--- src/rtl/alu_rs_if.sv ---
// alu_rs_if: dispatch, result-broadcast and ALU-issue bundle
// for the integer ALU reservation station.
interface alu_rs_if #(
    parameter int ROB_W = 5
);
    logic             in_valid;
    logic [4:0]       in_work_type;
    logic [ROB_W-1:0] in_rob_id;
    logic             in_q1_busy;
    logic             in_q2_busy;
    logic [ROB_W-1:0] in_q1;
    logic [ROB_W-1:0] in_q2;
    logic [31:0]      in_v1;
    logic [31:0]      in_v2;
    logic             cdb_alu_valid;
    logic [ROB_W-1:0] cdb_alu_rob;
    logic [31:0]      cdb_alu_value;
    logic             cdb_lsb_valid;
    logic [ROB_W-1:0] cdb_lsb_rob;
    logic [31:0]      cdb_lsb_value;
    logic             full;
    logic             alu_valid;
    logic [4:0]       alu_work_type;
    logic [31:0]      alu_r1;
    logic [31:0]      alu_r2;
    logic [ROB_W-1:0] alu_rob_id;

    modport master (
        output in_valid, in_work_type, in_rob_id,
        output in_q1_busy, in_q2_busy, in_q1, in_q2,
        output in_v1, in_v2,
        output cdb_alu_valid, cdb_alu_rob, cdb_alu_value,
        output cdb_lsb_valid, cdb_lsb_rob, cdb_lsb_value,
        input  full, alu_valid, alu_work_type,
        input  alu_r1, alu_r2, alu_rob_id
    );

    modport slave (
        input  in_valid, in_work_type, in_rob_id,
        input  in_q1_busy, in_q2_busy, in_q1, in_q2,
        input  in_v1, in_v2,
        input  cdb_alu_valid, cdb_alu_rob, cdb_alu_value,
        input  cdb_lsb_valid, cdb_lsb_rob, cdb_lsb_value,
        output full, alu_valid, alu_work_type,
        output alu_r1, alu_r2, alu_rob_id
    );
endinterface

--- src/rtl/alu_rs.sv ---
// alu_rs: reservation station and in-order-by-slot issue
// scheduler feeding the single-cycle integer ALU.
`ifndef ROBSIZE
`define ROBSIZE 5
`endif

module alu_rs #(
    parameter int RS_SIZE = 8,
    parameter int ROB_W   = `ROBSIZE
) (
    input  logic clk,
    input  logic rst_n,
    input  logic rdy,
    input  logic flush,
    alu_rs_if.slave bus
);
    localparam int IW = $clog2(RS_SIZE);

    logic [RS_SIZE-1:0] busy_q, busy_d;
    logic [RS_SIZE-1:0] q1b_q, q1b_d;
    logic [RS_SIZE-1:0] q2b_q, q2b_d;
    logic [4:0]       wt_q  [RS_SIZE];
    logic [4:0]       wt_d  [RS_SIZE];
    logic [ROB_W-1:0] rob_q [RS_SIZE];
    logic [ROB_W-1:0] rob_d [RS_SIZE];
    logic [ROB_W-1:0] q1_q  [RS_SIZE];
    logic [ROB_W-1:0] q1_d  [RS_SIZE];
    logic [ROB_W-1:0] q2_q  [RS_SIZE];
    logic [ROB_W-1:0] q2_d  [RS_SIZE];
    logic [31:0]      v1_q  [RS_SIZE];
    logic [31:0]      v1_d  [RS_SIZE];
    logic [31:0]      v2_q  [RS_SIZE];
    logic [31:0]      v2_d  [RS_SIZE];

    logic             alu_valid_q, alu_valid_d;
    logic [4:0]       alu_wt_q, alu_wt_d;
    logic [31:0]      alu_r1_q, alu_r1_d;
    logic [31:0]      alu_r2_q, alu_r2_d;
    logic [ROB_W-1:0] alu_rob_q, alu_rob_d;

    logic [RS_SIZE-1:0] ready;
    logic               iss_any;
    logic [IW-1:0]      iss_idx;
    logic [IW-1:0]      free_idx;
    logic               full;

    // Returns {still_busy, value}; ALU broadcast beats LSB.
    function automatic logic [32:0] snoop(
        input logic             b,
        input logic [ROB_W-1:0] t,
        input logic [31:0]      v,
        input logic             av,
        input logic [ROB_W-1:0] at,
        input logic [31:0]      ad,
        input logic             lv,
        input logic [ROB_W-1:0] lt,
        input logic [31:0]      ld
    );
        if (b && av && at == t) return {1'b0, ad};
        if (b && lv && lt == t) return {1'b0, ld};
        return {b, v};
    endfunction

    assign full              = &busy_q;
    assign bus.full          = full;
    assign bus.alu_valid     = alu_valid_q;
    assign bus.alu_work_type = alu_wt_q;
    assign bus.alu_r1        = alu_r1_q;
    assign bus.alu_r2        = alu_r2_q;
    assign bus.alu_rob_id    = alu_rob_q;

    // Lowest-index ready entry and lowest-index free slot.
    always_comb begin
        ready    = busy_q & ~q1b_q & ~q2b_q;
        iss_any  = |ready;
        iss_idx  = '0;
        free_idx = '0;
        for (int i = RS_SIZE - 1; i >= 0; i--) begin
            if (ready[i]) iss_idx = IW'(i);
            if (!busy_q[i]) free_idx = IW'(i);
        end
    end

    // Next state: flush, else wakeup + issue + dispatch.
    always_comb begin
        busy_d      = busy_q;
        q1b_d       = q1b_q;
        q2b_d       = q2b_q;
        wt_d        = wt_q;
        rob_d       = rob_q;
        q1_d        = q1_q;
        q2_d        = q2_q;
        v1_d        = v1_q;
        v2_d        = v2_q;
        alu_valid_d = alu_valid_q;
        alu_wt_d    = alu_wt_q;
        alu_r1_d    = alu_r1_q;
        alu_r2_d    = alu_r2_q;
        alu_rob_d   = alu_rob_q;
        if (rdy) begin
            if (flush) begin
                busy_d      = '0;
                alu_valid_d = 1'b0;
            end else begin
                for (int i = 0; i < RS_SIZE; i++) begin
                    if (busy_q[i]) begin
                        {q1b_d[i], v1_d[i]} = snoop(
                            q1b_q[i], q1_q[i], v1_q[i],
                            bus.cdb_alu_valid, bus.cdb_alu_rob,
                            bus.cdb_alu_value,
                            bus.cdb_lsb_valid, bus.cdb_lsb_rob,
                            bus.cdb_lsb_value);
                        {q2b_d[i], v2_d[i]} = snoop(
                            q2b_q[i], q2_q[i], v2_q[i],
                            bus.cdb_alu_valid, bus.cdb_alu_rob,
                            bus.cdb_alu_value,
                            bus.cdb_lsb_valid, bus.cdb_lsb_rob,
                            bus.cdb_lsb_value);
                    end
                end
                alu_valid_d = iss_any;
                if (iss_any) begin
                    busy_d[iss_idx] = 1'b0;
                    alu_wt_d        = wt_q[iss_idx];
                    alu_r1_d        = v1_q[iss_idx];
                    alu_r2_d        = v2_q[iss_idx];
                    alu_rob_d       = rob_q[iss_idx];
                end
                if (bus.in_valid && !full) begin
                    busy_d[free_idx] = 1'b1;
                    wt_d[free_idx]   = bus.in_work_type;
                    rob_d[free_idx]  = bus.in_rob_id;
                    q1_d[free_idx]   = bus.in_q1;
                    q2_d[free_idx]   = bus.in_q2;
                    {q1b_d[free_idx], v1_d[free_idx]} = snoop(
                        bus.in_q1_busy, bus.in_q1, bus.in_v1,
                        bus.cdb_alu_valid, bus.cdb_alu_rob,
                        bus.cdb_alu_value,
                        bus.cdb_lsb_valid, bus.cdb_lsb_rob,
                        bus.cdb_lsb_value);
                    {q2b_d[free_idx], v2_d[free_idx]} = snoop(
                        bus.in_q2_busy, bus.in_q2, bus.in_v2,
                        bus.cdb_alu_valid, bus.cdb_alu_rob,
                        bus.cdb_alu_value,
                        bus.cdb_lsb_valid, bus.cdb_lsb_rob,
                        bus.cdb_lsb_value);
                end
            end
        end
    end

    // State registers with asynchronous clear.
    always_ff @(posedge clk or negedge rst_n) begin
        if (!rst_n) begin
            busy_q      <= '0;
            q1b_q       <= '0;
            q2b_q       <= '0;
            for (int i = 0; i < RS_SIZE; i++) begin
                wt_q[i]  <= '0;
                rob_q[i] <= '0;
                q1_q[i]  <= '0;
                q2_q[i]  <= '0;
                v1_q[i]  <= '0;
                v2_q[i]  <= '0;
            end
            alu_valid_q <= 1'b0;
            alu_wt_q    <= '0;
            alu_r1_q    <= '0;
            alu_r2_q    <= '0;
            alu_rob_q   <= '0;
        end else begin
            busy_q      <= busy_d;
            q1b_q       <= q1b_d;
            q2b_q       <= q2b_d;
            wt_q        <= wt_d;
            rob_q       <= rob_d;
            q1_q        <= q1_d;
            q2_q        <= q2_d;
            v1_q        <= v1_d;
            v2_q        <= v2_d;
            alu_valid_q <= alu_valid_d;
            alu_wt_q    <= alu_wt_d;
            alu_r1_q    <= alu_r1_d;
            alu_r2_q    <= alu_r2_d;
            alu_rob_q   <= alu_rob_d;
        end
    end
endmodule

--- src/flat_wrapper.sv ---
// flat-port wrapper written by rule: the top's interface ports become plain ports
module alu_rs_flat 
#(
    parameter int RS_SIZE = 8,
    parameter int ROB_W   = `ROBSIZE
)
  (clk, rst_n, rdy, flush, bus_in_valid, bus_in_work_type, bus_in_rob_id, bus_in_q1_busy, bus_in_q2_busy, bus_in_q1, bus_in_q2, bus_in_v1, bus_in_v2, bus_cdb_alu_valid, bus_cdb_alu_rob, bus_cdb_alu_value, bus_cdb_lsb_valid, bus_cdb_lsb_rob, bus_cdb_lsb_value, bus_full, bus_alu_valid, bus_alu_work_type, bus_alu_r1, bus_alu_r2, bus_alu_rob_id);
  alu_rs_if #(.ROB_W(ROB_W)) bus_i ();
  input  logic clk;
  input  logic rst_n;
  input  logic rdy;
  input  logic flush;
  input wire logic [$bits(bus_i.in_valid)-1:0] bus_in_valid;
  input wire logic [$bits(bus_i.in_work_type)-1:0] bus_in_work_type;
  input wire logic [$bits(bus_i.in_rob_id)-1:0] bus_in_rob_id;
  input wire logic [$bits(bus_i.in_q1_busy)-1:0] bus_in_q1_busy;
  input wire logic [$bits(bus_i.in_q2_busy)-1:0] bus_in_q2_busy;
  input wire logic [$bits(bus_i.in_q1)-1:0] bus_in_q1;
  input wire logic [$bits(bus_i.in_q2)-1:0] bus_in_q2;
  input wire logic [$bits(bus_i.in_v1)-1:0] bus_in_v1;
  input wire logic [$bits(bus_i.in_v2)-1:0] bus_in_v2;
  input wire logic [$bits(bus_i.cdb_alu_valid)-1:0] bus_cdb_alu_valid;
  input wire logic [$bits(bus_i.cdb_alu_rob)-1:0] bus_cdb_alu_rob;
  input wire logic [$bits(bus_i.cdb_alu_value)-1:0] bus_cdb_alu_value;
  input wire logic [$bits(bus_i.cdb_lsb_valid)-1:0] bus_cdb_lsb_valid;
  input wire logic [$bits(bus_i.cdb_lsb_rob)-1:0] bus_cdb_lsb_rob;
  input wire logic [$bits(bus_i.cdb_lsb_value)-1:0] bus_cdb_lsb_value;
  output wire logic [$bits(bus_i.full)-1:0] bus_full;
  output wire logic [$bits(bus_i.alu_valid)-1:0] bus_alu_valid;
  output wire logic [$bits(bus_i.alu_work_type)-1:0] bus_alu_work_type;
  output wire logic [$bits(bus_i.alu_r1)-1:0] bus_alu_r1;
  output wire logic [$bits(bus_i.alu_r2)-1:0] bus_alu_r2;
  output wire logic [$bits(bus_i.alu_rob_id)-1:0] bus_alu_rob_id;
  assign bus_i.in_valid = bus_in_valid;
  assign bus_i.in_work_type = bus_in_work_type;
  assign bus_i.in_rob_id = bus_in_rob_id;
  assign bus_i.in_q1_busy = bus_in_q1_busy;
  assign bus_i.in_q2_busy = bus_in_q2_busy;
  assign bus_i.in_q1 = bus_in_q1;
  assign bus_i.in_q2 = bus_in_q2;
  assign bus_i.in_v1 = bus_in_v1;
  assign bus_i.in_v2 = bus_in_v2;
  assign bus_i.cdb_alu_valid = bus_cdb_alu_valid;
  assign bus_i.cdb_alu_rob = bus_cdb_alu_rob;
  assign bus_i.cdb_alu_value = bus_cdb_alu_value;
  assign bus_i.cdb_lsb_valid = bus_cdb_lsb_valid;
  assign bus_i.cdb_lsb_rob = bus_cdb_lsb_rob;
  assign bus_i.cdb_lsb_value = bus_cdb_lsb_value;
  assign bus_full = bus_i.full;
  assign bus_alu_valid = bus_i.alu_valid;
  assign bus_alu_work_type = bus_i.alu_work_type;
  assign bus_alu_r1 = bus_i.alu_r1;
  assign bus_alu_r2 = bus_i.alu_r2;
  assign bus_alu_rob_id = bus_i.alu_rob_id;
  alu_rs #(.RS_SIZE(RS_SIZE), .ROB_W(ROB_W)) u_core (.clk(clk), .rst_n(rst_n), .rdy(rdy), .flush(flush), .bus(bus_i));
endmodule
--- config.mk ---
export PLATFORM = sky130hd
export DESIGN_NAME = alu_rs_flat
export DESIGN_NICKNAME = d
export VERILOG_FILES = /design/src/rtl/alu_rs_if.sv /design/src/rtl/alu_rs.sv /design/src/flat_wrapper.sv
export SDC_FILE = /design/constraint.sdc
export NUM_CORES = 2
export LEC_CHECK = 0
export BUFFER_PORTS_ARGS = -buffer_cell sky130_fd_sc_hd__buf_2
export CAP_MARGIN = 10
export CORE_ASPECT_RATIO = 1.1
export CORE_MARGIN = 2
export CORE_UTILIZATION = 50
export CTS_CLUSTER_DIAMETER = 200
export DETAILED_ROUTE_END_ITERATION = 6
export GPL_TIMING_DRIVEN = 0
export MAX_ROUTING_LAYER = met4
export PLACE_DENSITY = 0.7
export SETUP_SLACK_MARGIN = 0.15
export SYNTH_ARGS = -nofsm -noshare
export SYNTH_HDL_FRONTEND = slang
export SYNTH_SLANG_ARGS = --single-unit
--- constraint.sdc ---
create_clock -name clk -period 2.69 [get_ports clk]
set_clock_uncertainty 0.2 [all_clocks]
set_input_delay 0 -clock clk [delete_from_list [all_inputs] [get_ports clk]]
set_output_delay 0 -clock clk [all_outputs]
set_load 0.01 [all_outputs]
==> run_results.csv, run 1 <==
group,metric,value,unit
place,place.gp.congestion,1.199,
yosys,ys.flop_type,"dfrtp_1",
die,start_util,50.60,%
global_route,track_usage,80.18,%
cts,cts-buffers-inserted,89,
outcome,haltStage,"5_1_grt",
global_route,grt_pass1_wl,534300,µm
yosys,synth_warnings,0,
yosys,async_flop_share,100.0,%
die,io_pins,243,
yosys,syn_inst,5476,
place,dp_cells,7011,
global_route,grt_max_degree,118,
yosys,netlist_area,48600,µm²
place,port_buffers,209,
yosys,syn_avg_cell_area,8.874,µm²
yosys,yosys_register_bits,771,
yosys,synth_nets,5643,
cts,cts.sinks,771,
global_route,globalRouteOverflowTotal,18,
yosys,synth_cell_type_count,82,
global_route,grt_pass1_vias,61820,
place,dpl.hpwl,249000,µm
cts,cts_buffer_depth,3,
yosys,synth_edf_count,0,
yosys,yosysSeqAreaShare,39.70,%
outcome,error_line,"[ERROR GRT-0116] Global routing finished with congestion. Check the congestion regions in the DRC Viewer.",
cts,cts_root_buf,"clkbuf_16",
die,dieWidth,301.3,µm
cts,htreeDepth,3,
die,die_height,331.0,µm
outcome,status,"aborted with a tool error",
die,num_rows,119,
-- per-layer routing --
layer	overflow	GRT usage (%)
met5	-	-
met4	8	72.56
met2	10	91.06
met1	0	82.49
met3	0	66.95
-- Yosys cell counts (32+ instances only) --
| cell type | n | area (µm²) |
|---|---|---|
| xor2_1 | 115 | 1007 |
| a31oi_1 | 103 | 644.4 |
| nor3b_1 | 39 | 292.8 |
| mux2i_1 | 295 | 2953 |
| nor3_1 | 87 | 435.4 |
| and3_1 | 34 | 212.7 |
| buf_1 | 38 | 142.6 |
| a31oi_4 | 32 | 680.7 |
| o221ai_1 | 37 | 324.1 |
| nor2_1 | 149 | 559.3 |
| nand2_1 | 1143 | 4290 |
| nand4_1 | 71 | 444.2 |
| inv_1 | 37 | 138.9 |
| a22oi_1 | 37 | 277.8 |
| clkbuf_1 | 498 | 1869 |
| o22a_1 | 46 | 402.9 |
| or3_1 | 56 | 350.3 |
| a21oi_1 | 104 | 520.5 |
| o211ai_1 | 76 | 570.6 |
| o221a_2 | 211 | 2376 |
| and4_1 | 35 | 306.5 |
| a22o_1 | 46 | 402.9 |
| xnor2_1 | 65 | 569.3 |
| o21ai_0 | 182 | 910.9 |
| a21o_1 | 62 | 465.5 |
| a222oi_1 | 34 | 340.3 |
| nand3_1 | 265 | 1326 |
| buf_2 | 81 | 405.4 |
| mux2_2 | 112 | 1261 |
| a221o_1 | 66 | 660.6 |
| o22ai_1 | 155 | 969.7 |
| o31ai_1 | 86 | 645.6 |
| dfrtp_1 | 771 | 19290 |
-- kinds of logic after synthesis --
logic type	share of synthesized area, %
muxes	8.671
AOI/OAI and AO/OA	24.21
and+or+nand+nor	18.43
DFF	39.70
xor gates and xnor gates	3.244
buffers and inverters	5.741
-- per-stage QoR --
stage          setup WS, ns  instance area, µm²
2_1_floorplan        0.1606               48600
3_3_place_gp         -16.11               51230
3_5_place_dp         -2.424               52390
4_1_cts             -0.6073               62400
-- timing repair --
item / CTS
endpoints found under the hold margin: 1087
pin swaps: 154
hold buffers: 179
cloned: 8
gates resized for setup: 1029
buffers inserted: 156
endpoints found under the setup margin: 768
==> inputs of run 2 (changes only) <==
CORE_ASPECT_RATIO = unset   (was 1.1)
CORE_UTILIZATION = 35   (was 50)
CTS_CLUSTER_DIAMETER = unset   (was 200)
MAX_ROUTING_LAYER = unset   (was met4)
PLACE_DENSITY = unset   (was 0.7)
PLACE_DENSITY_LB_ADDON = 0.15   (was unset)
SETUP_SLACK_MARGIN = unset   (was 0.15)
clock period = 3.5 ns   (was 2.69 ns; I/O delays follow)
==> run_results.csv, run 2 <==
group,metric,value,unit
setup_path,cpMostUsedCell,"clkbuf_2",
cells_and_area,final_common_cell,"nand2_1",
routing,drt_iter0_markers,10670,
yosys,ys_top_cells_by_area,"dfrtp_1, nand2_1, mux2i_1",
cells_and_area,layout_common_cells,"nand2_1, dfrtp_1, clkbuf_1",
cells_and_area,fillers,13830,
yosys,yosys.area_share.simple,18.43,%
cells_and_area,multi_input_area,26850,µm²
yosys,synth_common_cells,"nand2_1, dfrtp_1, clkbuf_1, mux2i_1, nand3_1",
yosys,netlist_area,48600,µm²
outcome,status,"finished with violations",
setup_path,cp.buffers_inverters,3,
min_path,hp-class,"in2reg",
die,die_area,141800,µm²
yosys,synth_top_area_share,39.70,%
yosys,synthMuxAreaShare,8.671,%
routing,ant_nets,0,
cts,htreeDepth,3,
routing,vias_per_cell,7.255,
cts,cts_buffer_depth,3,
yosys,synth-compound-area-share,24.21,%
power_and_ir_drop,ir_drop,0.5866,mV
sta,report.final.slew_viol_count,88,
yosys,synth_cell_type_count,82,
power_and_ir_drop,power,32.83,mW
yosys,synth_top_family_by_area,"compound AO/OA/AOI/OAI gates",
sta,setup_viol,224,
outcome,violations,"design-rule violations, max-capacitance violations, max-slew violations, negative setup slack",
yosys,yosysTopAreaCell,"dfrtp_1",
yosys,synth_nets,5643,
routing,first_pass_iters,7,
global_route,grt_max_degree,110,
yosys,synthAdderAreaFrac,0,%
yosys,ys.flop_type,"dfrtp_1",
cts,cts-buffers-inserted,100,
yosys,yosys_register_bits,771,
die,die_height,376.6,µm
setup_path,worstPathArrival,4.20,ns
sta,finalHoldViolCount,0,
cells_and_area,area_growth,23.17,%
cts,clkTransAtPathRegs,0.06,ns
sta,fin_setup_tns,-14.45,ns
setup_path,critPathRequiredTime,4.00,ns
global_route,grt_pass1_wl,516400,µm
global_route,globalRouteOverflowTotal,0,
cts,clk_latency,0.79,ns
yosys,syn_avg_cell_area,8.874,µm²
setup_path,cpPeakStageDelay,0.87,ns
cells_and_area,top_regs,"u_core.v1_q x256, u_core.v2_q x256",
cts,cts_tree,"yes",
die,io_pins,243,
die,core_area,137700,µm²
power_and_ir_drop,power_leakage,26.44,nW
cells_and_area,layoutNonFillerInstCount,7995,
sta,layout_setup_ws,-0.2057,ns
setup_path,cp_top_family,"buffers and inverters",
sta,rsz0062_at_grt,"yes",
setup_path,path_max_fanout,10,
die,start_util,35.30,%
yosys,yosysSeqAreaShare,39.70,%
yosys,yosysMostFrequentCell,"nand2_1",
cells_and_area,nNetsFinal,6234,
place,dp_cells,7552,
global_route,track_usage,55.01,%
sta,worst_pin_slew,1.620,ns
cells_and_area,fin_area,59850,µm²
cells_and_area,regArea,19290,µm²
cts,cts.sinks,771,
yosys,synth_warnings,0,
setup_path,criticalPathCategory,"in2reg",
cts,cts_root_buf,"clkbuf_16",
setup_path,worst_setup_path_end_kind,"register",
global_route,grt_pass1_vias,52790,
place,port_buffers,209,
sta,fin_crit,3.706,ns
routing,routedWlPerCell,50.15,µm
yosys,synth-xor-area-share,3.244,%
die,dieWidth,376.6,µm
setup_path,critical_path.slowest_cell,"a2bb2oi_1",
cells_and_area,post-route-util,43.48,%
place,dpl.hpwl,276700,µm
place,dpl_cell_area,53340,µm²
yosys,async_flop_share,100.0,%
setup_path,path_cells,"clkbuf_2, and2_2, nand2_2, clkbuf_2, clkbuf_1, o21ai_1, a2bb2oi_1, mux2i_1, o21ai_0",
sta,fmax,269.9,MHz
setup_path,startpoint_type,"primary input",
global_route,antenna_found_initial,61,
job,maxCapViolations,9,
die,num_rows,136,
cells_and_area,drive_above_1_share,20.59,%
routing,drc,4,
sta,relSlewSlack,-8.028,%
yosys,syn_inst,5476,
routing,drt_wl_total,400900,µm
yosys,synth_edf_count,0,
place,place.gp.congestion,1.083,
power_and_ir_drop,p_per_area,548.5,nW/µm²
sta,timing.final.crit_share,105.9,%
routing,vias,58010,
run 2: cell counts after synthesis:
Identical to the previous run, type by type.
run 2: what timing repair did:
action	CTS	global route
pin swaps	8	7
setup endpoints to repair	694	482
resized for setup	234	167
endpoints found under the hold margin	995	2
buffers inserted	16	9
hold buffers	189	1
run 2: power by group:
part / internal (mW) / total [mW] / switching [mW]
clock network: 6.49 / 11.4 / 4.95
logic: 3.09 / 9.45 / 6.36
registers: 10.6 / 11.9 / 1.37
total: 20.2 / 32.8 / 12.7
run 2: layout make-up:
| cell class | count | share of cell area (%) |
|---|---|---|
| clock inverters | 40 | 0.9595 |
| plain buffers | 627 | 5.234 |
| repair buffers | 504 | 7.674 |
| well taps | 1794 | 3.750 |
| clock buffers | 143 | 4.818 |
| inverters | 39 | 0.2446 |
| flip-flops and latches | 771 | 32.23 |
| multi-input cells | 4024 | 44.86 |
| diodes | 53 | 0.2216 |
run 2: per-stage QoR:
| stage | setup WS [ns] | hold slack, ns |
|---|---|---|
| final | -0.2057 | 0.03526 |
| after global routing | -0.009367 | 0.008254 |
| after CTS | -0.03415 | 0.006575 |
| after detailed placement | -1.945 | -0.2055 |
| after global placement | -16.87 | 0.1054 |
| after floorplan | 0.9355 | -0.4956 |
run 2: cell families after synthesis:
family,count (synthesis)
AOI/OAI and AO/OA,1452
xor gates and xnor gates,180
buffers and inverters,681
DFF,771
muxes,407
and+or+nand+nor,1985
run 2: per-layer routing:
metal / track usage [%] / routed length (µm) / vias to the layer above
li1: - / - / 21510
met1: 64.25 / 143700 / 28850
met2: 71.66 / 151300 / 5848
met3: 29.93 / 62100 / 1771
met4: 48.08 / 43560 / 18
met5: 0.5489 / 218 / -
run 2: final timing paths:
kind | start | slack [ns] | cells past startpoint | to
worst max-delay path | bus_cdb_lsb_valid | -0.21 | 9 | u_core.v2_q[194]
worst min-delay path | bus_in_q1_busy | 0.04 | 5 | u_core.v1_q[250]
worst max register to register | u_core.q2b_q[4] | -0.14 | 9 | u_core.bus.alu_r2[30]
worst min register to register | u_core.rob_q[27] | 0.28 | 2 | u_core.rob_q[27]
max in group asynchronous | rst_n | 0.87 | 7 | u_core.rob_q[31]
min in group asynchronous | rst_n | 0.24 | 4 | u_core.v1_q[232]
run 2: worst register-to-register path, stage by stage (launching register included):
cell and delay [ns]:
dfrtp_1 0.51, nor3b_4 0.45, or2_2 0.20, buf_2 0.23, clkbuf_4 0.52, buf_4 0.50, a22oi_1 0.42, o2bb2ai_1 0.26
o22ai_1 0.12, a21oi_1 0.17
Note: power is estimated with default switching activity, not from simulation.
